<file path="src/rtl/pipe_check_pkg.sv">
// Shared definitions for the BTPipe pattern generator/checker.
// Holds mode encodings, LFSR tap positions, default seed and LFSR step.
package pipe_check_pkg;

    typedef enum logic [1:0] {
        MODE_COUNTER = 2'b00,
        MODE_LFSR    = 2'b01,
        MODE_WALK    = 2'b10,
        MODE_ALT     = 2'b11
    } mode_e;

    // Fibonacci taps 32,22,2,1 expressed as zero-based bit positions
    localparam int LFSR_TAP_A = 31;
    localparam int LFSR_TAP_B = 21;
    localparam int LFSR_TAP_C = 1;
    localparam int LFSR_TAP_D = 0;

    localparam logic [31:0] DEFAULT_SEED = 32'h0D0C0B0A;

    function automatic logic [31:0] lfsr_step(input logic [31:0] s);
        return {s[30:0],
                s[LFSR_TAP_A] ^ s[LFSR_TAP_B] ^ s[LFSR_TAP_C] ^ s[LFSR_TAP_D]};
    endfunction

endpackage

</file>
<file path="src/rtl/pipe_pattern_gen.sv">
// Pattern state machine: holds the current word of the selected sequence
// and steps once per advance. Ports: clk, reset, mode, advance, word.
module pipe_pattern_gen
    import pipe_check_pkg::*;
#(
    parameter int          DATA_W = 16,
    parameter logic [31:0] SEED   = DEFAULT_SEED
) (
    input  logic              clk,
    input  logic              reset,
    input  logic [1:0]        mode,
    input  logic              advance,
    output logic [DATA_W-1:0] word
);

    mode_e       mode_q;
    logic [31:0] lfsr;
    logic [31:0] lfsr_nxt;
    logic [DATA_W-1:0] word_nxt;

    function automatic logic [DATA_W-1:0] first_word(input mode_e m);
        logic [DATA_W-1:0] w;
        w = DATA_W'(1);
        unique case (m)
            MODE_COUNTER: w = DATA_W'(1);
            MODE_LFSR:    w = SEED[DATA_W-1:0];
            MODE_WALK:    w = DATA_W'(1);
            MODE_ALT:     w = {(DATA_W/2){2'b01}};
        endcase
        return w;
    endfunction

    always_comb begin
        lfsr_nxt = lfsr_step(lfsr);
        word_nxt = word;
        unique case (mode_q)
            MODE_COUNTER: word_nxt = word + DATA_W'(1);
            MODE_LFSR:    word_nxt = lfsr_nxt[DATA_W-1:0];
            MODE_WALK:    word_nxt = {word[DATA_W-2:0], word[DATA_W-1]};
            MODE_ALT:     word_nxt = ~word;
        endcase
    end

    // Mode is latched only during reset; later changes are ignored.
    always_ff @(posedge clk) begin
        if (reset) begin
            mode_q <= mode_e'(mode);
            lfsr   <= SEED;
            word   <= first_word(mode_e'(mode));
        end else if (advance) begin
            lfsr   <= lfsr_nxt;
            word   <= word_nxt;
        end
    end

endmodule

</file>
<file path="src/rtl/pipe_check_gen.sv">
// BTPipe traffic engine: generator drives PipeOut, checker verifies PipeIn.
// Ports: clk/reset, mode, throttle, PipeIn/PipeOut strobes+data, status.
module pipe_check_gen
    import pipe_check_pkg::*;
#(
    parameter int          DATA_W = 16,
    parameter int          ERR_W  = 16,
    parameter int          CNT_W  = 32,
    parameter logic [31:0] SEED   = DEFAULT_SEED
) (
    input  logic              clk,
    input  logic              reset,
    input  logic [1:0]        mode,
    input  logic [3:0]        throttle,
    input  logic              in_write,
    input  logic [DATA_W-1:0] in_data,
    output logic              in_ready,
    input  logic              out_read,
    output logic [DATA_W-1:0] out_data,
    output logic              out_valid,
    output logic [ERR_W-1:0]  error_count,
    output logic [CNT_W-1:0]  rx_words,
    output logic [CNT_W-1:0]  tx_words,
    output logic              first_err_valid,
    output logic [CNT_W-1:0]  first_err_index,
    output logic [DATA_W-1:0] first_err_exp,
    output logic [DATA_W-1:0] first_err_act
);

    logic [DATA_W-1:0] exp_word;
    logic              mismatch;
    logic [3:0]        phase;
    logic [3:0]        phase_nxt;
    logic              ready;

    pipe_pattern_gen #(.DATA_W(DATA_W), .SEED(SEED)) u_gen (
        .clk     (clk),
        .reset   (reset),
        .mode    (mode),
        .advance (out_read),
        .word    (out_data)
    );

    pipe_pattern_gen #(.DATA_W(DATA_W), .SEED(SEED)) u_chk (
        .clk     (clk),
        .reset   (reset),
        .mode    (mode),
        .advance (in_write),
        .word    (exp_word)
    );

    assign mismatch  = in_write && (in_data != exp_word);
    assign phase_nxt = phase + 4'd1;
    assign in_ready  = ready;
    assign out_valid = ready;

    always_ff @(posedge clk) begin
        if (reset) begin
            phase           <= 4'd0;
            ready           <= 1'b1;
            error_count     <= '0;
            rx_words        <= '0;
            tx_words        <= '0;
            first_err_valid <= 1'b0;
            first_err_index <= '0;
            first_err_exp   <= '0;
            first_err_act   <= '0;
        end else begin
            // ready registered against the phase it will accompany
            phase <= phase_nxt;
            ready <= (phase_nxt >= throttle);
            if (out_read)
                tx_words <= tx_words + CNT_W'(1);
            if (in_write)
                rx_words <= rx_words + CNT_W'(1);
            if (mismatch) begin
                if (error_count != {ERR_W{1'b1}})
                    error_count <= error_count + ERR_W'(1);
                if (!first_err_valid) begin
                    first_err_valid <= 1'b1;
                    first_err_index <= rx_words;
                    first_err_exp   <= exp_word;
                    first_err_act   <= in_data;
                end
            end
        end
    end

endmodule

</file>
<file path="config.mk">
export PLATFORM = sky130hd
export DESIGN_NAME = pipe_check_gen
export DESIGN_NICKNAME = d
export VERILOG_FILES = /design/src/rtl/pipe_check_pkg.sv /design/src/rtl/pipe_pattern_gen.sv /design/src/rtl/pipe_check_gen.sv
export SDC_FILE = /design/constraint.sdc
export NUM_CORES = 1
export LEC_CHECK = 0
export CAP_MARGIN = 15
export CORE_MARGIN = 8
export CORE_UTILIZATION = 49
export CTS_CLUSTER_SIZE = 16
export DETAILED_ROUTE_END_ITERATION = 7
export PLACE_DENSITY = 0.81
export REMOVE_ABC_BUFFERS = 1
export SETUP_SLACK_MARGIN = 0.1
export SYNTH_ARGS = -nofsm -noshare
export SYNTH_HDL_FRONTEND = slang
export SYNTH_SLANG_ARGS = --single-unit
export TNS_END_PERCENT = 10
</file>
<file path="constraint.sdc">
create_clock -name clk -period 2 [get_ports clk]
set_input_delay 0.5 -clock clk [delete_from_list [all_inputs] [get_ports clk]]
set_output_delay 0.5 -clock clk [all_outputs]
set_load 0.01 [all_outputs]
</file>
==> flow_metrics.py <==
metrics = {
    "critical_path": {
        "startpoint_type": "register",
        "reg2reg_depth": 8,
        "crit_required_ps": 2470,
        "crit_type": "register to register",
        "cp_max_fo": 7,
        "crit_arrival_ps": 2510,
        "crit_path_end_kind": "register",
    },
    "sta": {
        "timing.fmax_mhz": 490,
        "tightest_slew_ps": 550,
        "tns_ps": -112,
        "rsz0062_at_grt": "true",
        "final_max_slew_viol_count": 0,
        "whs_ps": 221,
        "hold_viol_final": 0,
        "timing.final.crit_period_ps": 2040,
        "setup_viol": 3,
        "fin_ws_ps": -40.5,
        "relSlewSlack_pct": 63.2,
        "period_share_pct": 102,
        "fin_skew_ps": 21.6,
    },
    "floorplan": {
        "start_util_pct": 49.5,
        "rows": 56,
        "ios": 189,
        "die_y_um": 169,
        "dieArea_um2": 28700,
        "fp.dieW_um": 169,
        "core-area_um2": 23300,
    },
    "layout": {
        "final_core_util_pct": 65.3,
        "nets": 1549,
        "fin_area_um2": 15200,
        "drive_gt1_share_pct": 13.3,
        "syn_to_final_growth_pct": 31.8,
        "diodes": 0,
    },
    "placement": {
        "port_buffers": 188,
        "preCtsSetupSlack_ps": -533,
        "postPlaceCellArea_um2": 14300,
        "dp_hpwl_mm": 21.0,
        "place.gp.congestion": 0.881,
    },
    "routing": {
        "firstDrtPassIters": 8,
        "drt_iter0_drc": 804,
        "final_antenna_net_count": 0,
        "routed_via_density": 5.40,
        "drc": 0,
        "wire_per_inst_um": 16.3,
        "vias": 9993,
        "routed_wirelength_mm": 30.1,
    },
    "grt": {
        "grt_pass1_vias": 9885,
        "track_usage_pct": 20.2,
        "gr-total-overflow": 0,
        "grt_max_degree": 50,
        "grt_pass1_wl_mm": 49.1,
        "antenna_found_initial": 0,
    },
    "clock_tree": {
        "cts.hold.buffers_added": 0,
        "numCtsBuffers": 27,
        "clk_pin_slew_ps": 60,
        "clk_path_buf_depth": 3,
        "clkSinkCount": 248,
        "htree_levels": 1,
        "clk_latency_ps": 530,
        "root_buffer": "clkbuf_16",
        "tritoncts": "built",
    },
    "min_path": {
        "hold_class": "input port to register",
        "holdPathStages": 2,
    },
    "synth": {
        "synthTopCellsByArea": "dfxtp_1, mux2i_1, edfxtp_1",
        "synth.distinct_cells": 57,
        "syn_area_um2": 11500,
        "synth-warning-count": 0,
        "yosysMostFrequentCell": "nand2_1",
        "synth_edf_count": 34,
        "syn_avg_cell_area_um2": 9.03,
        "yosys.area.top_type": "dfxtp_1",
        "ys_top_cells_by_count": "nand2_1, dfxtp_1, nor2_1, mux2i_1, xor2_1",
        "seq_area_frac_synth_pct": 46.0,
        "synth-main-ff-cell": "dfxtp_1",
        "synth_top_area_share_pct": 37.2,
        "synthArstFlopShare_pct": 0,
        "ys_ff_latch": 248,
        "synthCells": 1277,
    },
    "power": {
        "irDropWorstVdd_mv": 0.563,
        "powerDensity_nw_per_um2": 790,
        "p_leak_nw": 6.67,
        "p_comb_share_pct": 14.2,
        "p_seq_share_pct": 45.8,
        "p_int_mw": 8.98,
        "pwr-share-clk_pct": 40.1,
        "switching_share_pct": 25.2,
        "power_switching_mw": 3.02,
    },
    "status": {
        "failed_checks": "negative setup slack",
        "status": "finished, violations left",
    },
    "job": {
        "cap_viol_max_count": 0,
    },
}
routing by layer:
layer / global-route usage [%] / wire length [um] / vias to the layer above
li1: - / - / 4881
met4: 6.77 / 897 / 0
met2: 35.2 / 14500 / 323
met1: 24.6 / 12800 / 4731
met3: 3.81 / 1890 / 58
met5: 0 / 0 / -
path summary, 6_finish.rpt:
check / startpoint / to / slack [ps]
worst max-delay path: u_chk.word[4] / error_count[9] / -40
worst min-delay path: reset / u_chk.lfsr[10] / 220
worst max register to register: u_chk.word[4] / error_count[9] / -40
worst min register to register: first_err_index[9] / first_err_index[9] / 450
critical path: stages (launching register included):
cell and delay [ps]:
edfxtp_1 440, xnor2_1 160, nand4_1 210, nor4_4 90, buf_12 150, buf_4 150, buf_4 150, or4_4 510
a21oi_2 120
layout by cell type, fill, tap and decap left out, drive strengths merged, types with 16 or more instances in the layout:
master and instances:
nor2 145, xor2 57, buf 107, nand3 39, clkdlybuf4s50 22, edfxtp 34, nand4 46, dlygate4sd2 158
xnor2 49, o21ai 45, a21oi 43, dfxtp 214, clkbuf 38, mux2i 130, inv 16, nand2 221
kinds of logic (layout without fill, tap and decap cells):
kind of cell | count (synthesis) | after routing | synth area share (%)
adders and majority gates | 10 | 10 | 1.09
AOI/OAI and AO/OA | 143 | 143 | 7.62
and+or+nand+nor | 531 | 531 | 21.2
muxes | 137 | 137 | 12.2
buffers and inverters | 102 | 358 | 3.86
xor gates and xnor gates | 106 | 106 | 8.05
DFF | 248 | 248 | 46.0
final cells by class:
cell class	count	area [um2]
Clock buffer	36	741
Clock inverter	13	120
Fill cell	1904	8080
Inverter	15	58.8
Multi-Input combinational cell	927	5850
Sequential cell	248	5330
Tap cell	319	399
Timing Repair Buffer	294	2690
registers in the layout (all words and copies together), names as in the netlist:
name / count
first_err_exp: 16
u_gen.word: 16
u_gen.mode_q: 2
first_err_act: 16
first_err_valid: 1
u_gen.lfsr: 32
first_err_index: 32
in_ready: 1
u_chk.word: 16
phase: 4
u_chk.lfsr: 32
error_count: 16
tx_words: 32
rx_words: 32
repair_timing:
item	in CTS	in global routing
gates resized for setup	193	25
gates cloned	0	2
buffers inserted	8	4
pin swaps	6	10
endpoints found under the setup margin	236	91
power groups by stage:
stage	registers (mW)	logic, mW	clock network (mW)
final	5.49	1.70	4.81
after global routing	5.52	1.86	5.14
after CTS	5.49	1.66	4.94
after detailed placement	5.60	1.67	0
after global placement	5.60	1.63	0
after floorplan	5.69	0.755	0
stage by stage:
stage / total power, mW / cells
final: 12.0 / 1852
after global routing: 12.5 / 1852
after CTS: 12.1 / 1846
after detailed placement: 7.27 / 1789
after global placement: 7.22 / 1789
after floorplan: 6.45 / 1190
(Power assumes the default switching activity.)
